==> src/rtl/ring_decoder_if.sv <==
// ring_decoder_if: sample/result bundle for ring_decoder.
//   master: drives en, d, clr_cnt; observes the decoded results.
//   slave : the decoder; consumes samples, drives idx, pulses, locked, err_cnt.
interface ring_decoder_if #(
  parameter int N     = 4,
  parameter int ERR_W = 8
);
  localparam int W = $clog2(N);

  logic             en;
  logic [N-1:0]     d;
  logic             clr_cnt;
  logic [W-1:0]     idx;
  logic             idx_valid;
  logic             onehot_err;
  logic             seq_err;
  logic             locked;
  logic [ERR_W-1:0] err_cnt;

  modport master (
    output en, d, clr_cnt,
    input  idx, idx_valid, onehot_err, seq_err, locked, err_cnt
  );

  modport slave (
    input  en, d, clr_cnt,
    output idx, idx_valid, onehot_err, seq_err, locked, err_cnt
  );
endinterface

==> src/rtl/ring_decoder.sv <==
// ring_decoder: decodes an N-bit one-hot ring vector to a binary index, checks
// that the hot bit advances by one (N-1 wraps to 0) on every enabled sample,
// tracks sequence lock and keeps a saturating error count.
//   clk, rst : rising-edge clock, synchronous active-high reset
//   bus      : ring_decoder_if.slave (en, d, clr_cnt in; idx, idx_valid,
//              onehot_err, seq_err, locked, err_cnt out). All outputs registered.
//
// state  | meaning
// HUNT   | no reference; first legal sample seeds ref
// ACQ    | counting consecutive correct steps toward LOCK_CNT
// LOCKED | ref flywheels every sample; LOSS_CNT consecutive errors drop to HUNT
module ring_decoder #(
  parameter int N        = 4,
  parameter int LOCK_CNT = 2,
  parameter int LOSS_CNT = 2,
  parameter int ERR_W    = 8
) (
  input logic          clk,
  input logic          rst,
  ring_decoder_if.slave bus
);
  localparam int W  = $clog2(N);
  localparam int RW = $clog2(LOCK_CNT + 1);
  localparam int MW = $clog2(LOSS_CNT + 1);
  localparam logic [W-1:0]     LAST    = W'(N - 1);
  localparam logic [ERR_W-1:0] ERR_MAX = '1;

  typedef enum logic [1:0] {HUNT, ACQ, LOCKED} state_t;

  state_t           state_q, state_d;
  logic [W-1:0]     ref_q, ref_d;
  logic [RW-1:0]    run_q, run_d;
  logic [MW-1:0]    miss_q, miss_d;
  logic [W-1:0]     idx_q, idx_d;
  logic             idx_valid_q, idx_valid_d;
  logic             onehot_err_q, onehot_err_d;
  logic             seq_err_q, seq_err_d;
  logic [ERR_W-1:0] err_q, err_d;

  logic         any_hot, multi_hot, legal, correct;
  logic [W-1:0] pos, exp_idx;
  logic [RW-1:0] run_inc;
  logic [MW-1:0] miss_inc;

  // Single pass: multi_hot sets once a second hot bit is seen.
  always_comb begin
    any_hot   = 1'b0;
    multi_hot = 1'b0;
    pos       = '0;
    for (int i = 0; i < N; i++) begin
      if (bus.d[i]) begin
        multi_hot = multi_hot | any_hot;
        any_hot   = 1'b1;
        pos       = W'(i);
      end
    end
  end

  assign legal    = any_hot & ~multi_hot;
  assign exp_idx  = (ref_q == LAST) ? '0 : ref_q + W'(1);
  assign correct  = legal && (pos == exp_idx);
  assign run_inc  = run_q + RW'(1);
  assign miss_inc = miss_q + MW'(1);

  always_ff @(posedge clk) begin
    if (rst) state_q <= HUNT;
    else     state_q <= state_d;
  end

  always_comb begin
    state_d = state_q;
    if (bus.en) begin
      case (state_q)
        HUNT:    if (legal) state_d = ACQ;
        ACQ: begin
          if (!legal)                                 state_d = HUNT;
          else if (correct && run_inc == RW'(LOCK_CNT)) state_d = LOCKED;
        end
        LOCKED:  if (!correct && miss_inc == MW'(LOSS_CNT)) state_d = HUNT;
        default: state_d = HUNT;
      endcase
    end
  end

  always_comb begin
    ref_d        = ref_q;
    run_d        = run_q;
    miss_d       = miss_q;
    idx_d        = idx_q;
    idx_valid_d  = 1'b0;
    onehot_err_d = 1'b0;
    seq_err_d    = 1'b0;
    if (bus.en) begin
      idx_valid_d  = legal;
      onehot_err_d = ~legal;
      if (legal) idx_d = pos;
      case (state_q)
        HUNT: begin
          if (legal) begin
            ref_d = pos;
            run_d = '0;
          end
        end
        ACQ: begin
          if (legal) begin
            ref_d = pos;
            if (correct) begin
              run_d = run_inc;
              if (run_inc == RW'(LOCK_CNT)) miss_d = '0;
            end else begin
              seq_err_d = 1'b1;
              run_d     = '0;
            end
          end
        end
        LOCKED: begin
          ref_d = exp_idx;
          if (correct) begin
            miss_d = '0;
          end else begin
            seq_err_d = legal;
            miss_d    = miss_inc;
          end
        end
        default: ;
      endcase
    end
    // Clear wins over a same-cycle increment; clear acts regardless of en.
    if (bus.clr_cnt)                                      err_d = '0;
    else if ((onehot_err_d | seq_err_d) && err_q != ERR_MAX) err_d = err_q + ERR_W'(1);
    else                                                  err_d = err_q;
  end

  always_ff @(posedge clk) begin
    if (rst) begin
      ref_q        <= '0;
      run_q        <= '0;
      miss_q       <= '0;
      idx_q        <= '0;
      idx_valid_q  <= 1'b0;
      onehot_err_q <= 1'b0;
      seq_err_q    <= 1'b0;
      err_q        <= '0;
    end else begin
      ref_q        <= ref_d;
      run_q        <= run_d;
      miss_q       <= miss_d;
      idx_q        <= idx_d;
      idx_valid_q  <= idx_valid_d;
      onehot_err_q <= onehot_err_d;
      seq_err_q    <= seq_err_d;
      err_q        <= err_d;
    end
  end

  assign bus.idx        = idx_q;
  assign bus.idx_valid  = idx_valid_q;
  assign bus.onehot_err = onehot_err_q;
  assign bus.seq_err    = seq_err_q;
  assign bus.locked     = (state_q == LOCKED);
  assign bus.err_cnt    = err_q;
endmodule

==> src/flat_wrapper.sv <==
// flat-port wrapper written by rule: the top's interface ports become plain ports
module ring_decoder_flat 
#(
  parameter int N        = 4,
  parameter int LOCK_CNT = 2,
  parameter int LOSS_CNT = 2,
  parameter int ERR_W    = 8
)
  (clk, rst, bus_en, bus_d, bus_clr_cnt, bus_idx, bus_idx_valid, bus_onehot_err, bus_seq_err, bus_locked, bus_err_cnt);
  ring_decoder_if #(.N(N), .ERR_W(ERR_W)) bus_i ();
  input logic clk;
  input logic rst;
  input wire logic [$bits(bus_i.en)-1:0] bus_en;
  input wire logic [$bits(bus_i.d)-1:0] bus_d;
  input wire logic [$bits(bus_i.clr_cnt)-1:0] bus_clr_cnt;
  output wire logic [$bits(bus_i.idx)-1:0] bus_idx;
  output wire logic [$bits(bus_i.idx_valid)-1:0] bus_idx_valid;
  output wire logic [$bits(bus_i.onehot_err)-1:0] bus_onehot_err;
  output wire logic [$bits(bus_i.seq_err)-1:0] bus_seq_err;
  output wire logic [$bits(bus_i.locked)-1:0] bus_locked;
  output wire logic [$bits(bus_i.err_cnt)-1:0] bus_err_cnt;
  assign bus_i.en = bus_en;
  assign bus_i.d = bus_d;
  assign bus_i.clr_cnt = bus_clr_cnt;
  assign bus_idx = bus_i.idx;
  assign bus_idx_valid = bus_i.idx_valid;
  assign bus_onehot_err = bus_i.onehot_err;
  assign bus_seq_err = bus_i.seq_err;
  assign bus_locked = bus_i.locked;
  assign bus_err_cnt = bus_i.err_cnt;
  ring_decoder #(.N(N), .LOCK_CNT(LOCK_CNT), .LOSS_CNT(LOSS_CNT), .ERR_W(ERR_W)) u_core (.clk(clk), .rst(rst), .bus(bus_i));
endmodule
==> config.mk <==
export PLATFORM = sky130hd
export DESIGN_NAME = ring_decoder_flat
export DESIGN_NICKNAME = d
export VERILOG_FILES = /design/src/rtl/ring_decoder_if.sv /design/src/rtl/ring_decoder.sv /design/src/flat_wrapper.sv
export SDC_FILE = /design/constraint.sdc
export NUM_CORES = 1
export LEC_CHECK = 0
export ABC_AREA = 1
export CORE_MARGIN = 2
export CORE_UTILIZATION = 32
export CTS_CLUSTER_DIAMETER = 60
export DETAILED_ROUTE_END_ITERATION = 16
export PLACE_DENSITY = 0.55
export SYNTH_ARGS = -nofsm -noshare
export SYNTH_HDL_FRONTEND = slang
export SYNTH_SLANG_ARGS = --single-unit
export TNS_END_PERCENT = 10
==> constraint.sdc <==
create_clock -name clk -period 3.1 [get_ports clk]
set_input_delay 0.93 -clock clk [delete_from_list [all_inputs] [get_ports clk]]
set_output_delay 0.93 -clock clk [all_outputs]
set_load 0.05 [all_outputs]
---- Yosys cells after proc, flatten, opt, wreduce, memory -nomap -nowiden ----
Index checks and enable logic that the tools add are counted.
word-level totals
  bits in registers ....................... 21
operators by class
  $add $sub $neg .......................... 4
  equal/unequal tests ..................... 14
  multiplexer cells ....................... 33
  bitwise operators ....................... 7
  reductions and logical operators ........ 17
operators by type and width
  cell                                                  number
  two-way mux 2 bit                                     15
  two-way mux 1 bit                                     13
  != test 2 x 1 -> 1 bit (second input constant)        6
  one-hot mux 2 bit (2 select lines)                    3
  adder 8 x 1 -> 8 bit (second input constant)          1
  equality test 2 bit (second input constant)           4
  != test 8 bit (second input constant)                 1
  AND reduction 4 bit                                   2
  adder 2 x 1 -> 2 bit (second input constant)          3
  one-hot mux 2 bit (3 select lines)                    1
  nonzero test 2 bit                                    3
  OR reduction 2 bit                                    3
  AND reduction 5 bit                                   1
  logical AND 1 bit                                     4
  != test 3 bit (second input constant)                 1
  inverter 1 bit                                        3
  bitwise OR 1 bit                                      3
  AND reduction 3 bit                                   1
  equality test 2 x 1 -> 1 bit (second input constant)  1
  equality test 2 bit                                   1
  logical NOT 2 bit                                     1
  one-hot mux 1 bit (2 select lines)                    1
  AND reduction 2 bit                                   1
  AND 1 bit                                             1
  logical NOT 1 bit                                     1

---- Longest topological paths before layout ----
Gate-level depths: netlist (run 1).
  depth in word-level cells ............... 15
  gate-level depth with buffers ........... 13
  gate-level depth less buffers ........... 13

---- Worst setup path after synthesis (run 1) ----
OpenSTA, ideal clock, no wires.
  path type ............................... reg-to-reg
  start ................................... register u_core.state_q[0]
  end ..................................... register u_core.err_q[0] (netlist: u_core.bus.err_cnt[0])
  setup time .............................. 115 ps
  arrival ................................. 1841 ps
  data required time ...................... 2985 ps
  path slack .............................. 1145 ps
  stages on the path, launching flop included .. 14
  path buffers ............................ 0
  period minus slack after synthesis ...... 1955 ps
  cell sequence ........................... dfxtp_1 > inv_1 > ha_1 > inv_2 > a21oi_2 > nand2_1 > nor2_2 > nand2_2 > nand2_4 > nand2_4 > inv_2 > nand2_1 > nand2_1 > nor2_1
between the ends
  cells in the longest elaborated chain, start to end .. 5
  elaborated cells on any way between the ends .. 6
RTL lines
  item                                line                 text
  start, declared                     ring_decoder.sv:30   state_t state_q, state_d;
  start signal, assigned              ring_decoder.sv:67   else state_q <= state_d;
  equality test 2 bit                 n/a
  net bus_locked                      flat_wrapper.sv:20   output wire logic [$bits(bus_i.locked)-1:0] bus_locked;
  one-hot mux 1 bit (2 select lines)  ring_decoder.sv:97   case (state_q)
  two-way mux 1 bit                   ring_decoder.sv:93   if (bus.en) begin
  bitwise OR 1 bit                    ring_decoder.sv:130  else if ((onehot_err_d | seq_err_d) && err_q != ERR_MAX) err_d = err_q + ERR_W'(1);
  logical AND 1 bit                   ring_decoder.sv:130
  end signal, assigned                ring_decoder.sv:152  err_q <= err_d;
  end, declared                       ring_decoder.sv:38   logic [ERR_W-1:0] err_q, err_d;
The timed path passes the listed nets, and every way through them passes these cells.
A chain may end at the register's enable or synchronous reset.

---- Final worst setup path (run 1) ----
  start ................................... register u_core.state_q[0]
  end ..................................... output bus_locked
between the ends
  cells in the longest elaborated chain, start to end .. 1
RTL lines
  item                 line                 text
  equality test 2 bit  ring_decoder.sv:160  assign bus.locked = (state_q == LOCKED);
  end, declared        flat_wrapper.sv:20
Every way passes these cells.

==> results.toml, run 1 <==
[layout]
area_growth_pct = 26.14
drive_above_1_share_pct = 7.389
final_cell_mix = "nand2_1 (46), nor2_1 (23), inv_1 (21), clkdlybuf4s50_1 (21), dfxtp_1 (21)"
design_area_sq_um = 1528
multiInputGateArea_sq_um = 700.7
antenna_cells = 0
utilization_pct = 41.73
n_fill_cell = 376
nNetsFinal = 219
stdcell_count = 251
mostFrequentLayoutCell = "nand2_1"
seqCellArea_sq_um = 420.4

[clock_network]
cts.clk_slew.worst_paths_ns = 0.08
clk_path_buf_depth = 2
cts_tree = "built"
cts_resized = 0
worstSkewPairLatency_ns = 0.27
cts_setup_buffers = 0
cts-hold-fix-buffers = 0
htree_levels = 1
cts_sinks = 21
cts_buffers = 3
clockRootBuffer = "clkbuf_8"

[floorplan]
dieWidth_microns = 65.52
start_util_pct = 33.08
io_pins = 22
rows = 22
die_y_microns = 65.52
die-area_sq_um = 4293
coreArea_sq_um = 3661

[global_route]
grt_pass1_wl_mm = 4.616
gr-total-overflow = 0
grt_pass1_vias = 1051
grtUsageTotal_pct = 13.76
antenna_found_initial = 0
grt_max_degree = 13

[min_path]
hold_end = "u_core.run_q[1]$_SDFFE_PP0P_"
whs_path_depth = 2
hold_path.class = "register to register"
min_from = "u_core.run_q[1]$_SDFFE_PP0P_"

[worst_setup_path]
cp_top_family = "buffers and inverters"
start_kind = "register"
crit_slowest_cell = "clkdlybuf4s50_1"
crit_fanout = 5
crit_arrival_ns = 1.81
r2r-end = "u_core.bus.err_cnt[0]$_SDFFE_PP0P_"
worstPathRequired_ns = 2.17
ff2ff_setup_slack_ns = 1.38
end_kind = "primary output"
cp_slowest_stage_delay_ns = 0.84
criticalPathCategory = "register to primary output"
cp_num_buf_inv = 2
r2r_start = "u_core.state_q[0]$_SDFFE_PP0P_"
worst_r2r_path_depth = 13
path_cells = "inv_1, ha_1, clkdlybuf4s50_1"

[outcome]
status = "finished, final reports clean"

[synthesis]
synth_area_leader_cell = "dfxtp_1"
synth_top_area_share_pct = 34.71
syn_inst = 178
synth-seq-cells = 21
synth-seq-area-share_pct = 34.71
synth_warnings = 0
netlist_top_cells_area = "dfxtp_1 (35%), nand2_1 (14%), ha_1 (7.2%)"
syn_area_sq_um = 1211
synth_cell_types = 21
syn_avg_cell_area_sq_um = 6.804
syn_nets = 193

[detailed_routing]
vias = 1164
drt_wl_total_mm = 2.649
wl_per_cell_microns = 10.55
postRouteAntennaNets = 0
drcViolationCount = 0
drt_iter0_markers = 50
vias_per_cell = 4.637
firstDrtPassIters = 4

[timing]
period_share_pct = 88.29
clock.fmax_mhz = 365.4
final_max_slew_viol_count = 0
hold_viol = 0
max_slew_margin_pct = 66.40
rsz0062_at_grt = "false"
skew_ns = 0.002839
setup_violations = 0
finalCriticalPeriod_ns = 2.737
worstMarginPinSlew_ns = 0.5025
fin_setup_tns_ns = 0
hold_ws_ns = 0.4700

[placement]
place_hpwl_mm = 2.126
port_buffers = 21
place_area_sq_um = 1481
place_inst = 247
gp_congestion = 0.7989

[power_and_ir_drop]
power.leakage_nw = 0.6807
power.clock.fraction_pct = 28.4
p_sw_share_pct = 33.96
power.internal_mw = 0.4391
p_per_area_nw_per_um2 = 435.2
power.ir.vdd_worst_mv = 0.1816
comb_power_share_pct = 27.4
p_seq_share_pct = 44.3
switchingPower_mw = 0.2258

[run]
drv_cap = 0
-- flip-flops by register name, summed over array words and instances, names as in the netlist --
signal                 flops
u_core.bus.onehot_err      1
u_core.state_q             2
u_core.bus.seq_err         1
u_core.bus.err_cnt         8
u_core.bus.idx             2
u_core.ref_q               2
u_core.bus.idx_valid       1
u_core.run_q               2
u_core.miss_q              2
-- worst max-delay path by stage --
stage	startpoint	end	cells after the start
after global placement	bus_d[3]	u_core.run_q[1]$_SDFFE_PP0P_	10
after detailed placement	bus_d[3]	u_core.run_q[1]$_SDFFE_PP0P_	10
after CTS	u_core.state_q[0]$_SDFFE_PP0P_	bus_locked	3
after floorplan	u_core.state_q[0]$_SDFFE_PP0P_	u_core.bus.err_cnt[0]$_SDFFE_PP0P_	13
after global routing	u_core.state_q[0]$_SDFFE_PP0P_	bus_locked	3
final	u_core.state_q[0]$_SDFFE_PP0P_	bus_locked	3
-- metal layers --
metal	up-vias	GRT usage (%)	part of all wire, %
li1	620	-	-
met5	-	0	0
met1	519	17.75	51
met4	0	7.813	2.7
met2	20	22.19	43
met3	5	1.541	2.6
-- Yosys cell counts --
| master | count |
|---|---|
| nor2_2 | 2 |
| nand3_1 | 12 |
| o21ai_1 | 3 |
| nand4_1 | 3 |
| o21ai_0 | 6 |
| nor2_1 | 23 |
| nand3b_4 | 1 |
| inv_1 | 21 |
| nor3_1 | 3 |
| a21oi_2 | 1 |
| dfxtp_1 | 21 |
| nand2_2 | 1 |
| ha_1 | 7 |
| o21ai_2 | 1 |
| nand2_4 | 2 |
| xor2_1 | 3 |
| a31oi_1 | 3 |
| xnor2_1 | 3 |
| a21oi_1 | 13 |
| inv_2 | 3 |
| nand2_1 | 46 |
-- per-stage QoR --
step	setup slack, ns	power (mW)
after global routing	0.2923	0.7057
final	0.3631	0.6649
after detailed placement	0.4525	0.4837
after CTS	0.3438	0.6742
after floorplan	1.145	0.4323
after global placement	0.5073	0.4796
-- logic make-up after synthesis --
| logic type | synth area share [%] |
|---|---|
| buf+inv | 7.438 |
| simple gates | 34.19 |
| xor+xnor | 4.340 |
| fa+ha+maj | 7.231 |
| flops | 34.71 |
| compound gates | 12.09 |
-- final cells by class --
cell class                 count  area share, %
multi-input combinational    133          45.86
clock buffer                   3          2.703
sequential                    21          27.52
timing repair buffer          21          13.76
inverter                      24          5.897
clock inverter                 1         0.3276
tap                           48          3.931
-- power groups by stage --
| stage | logic (mW) | registers, mW | clock network, mW |
|---|---|---|---|
| global placement | 0.179 | 0.300 | 0 |
| finish | 0.182 | 0.294 | 0.189 |
| CTS | 0.183 | 0.295 | 0.196 |
| floorplan | 0.117 | 0.316 | 0 |
| detailed placement | 0.183 | 0.301 | 0 |
| global route | 0.206 | 0.297 | 0.203 |
-- tightest hold or removal path: cells and delay by family (launching register included) --
kind             cells  cell delay, ns
AO/OA/AOI/OAI        1            0.05
flip-flops           1            0.32
AND/OR/NAND/NOR      1            0.06
Note: power is estimated with default switching activity, not from simulation.
==> run 2: changes to the inputs <==
SKIP_CTS_REPAIR_TIMING = 1   (was not set)
==> results of run 2 <==
Final layout, timing and power as in run 1 (identical DEF).
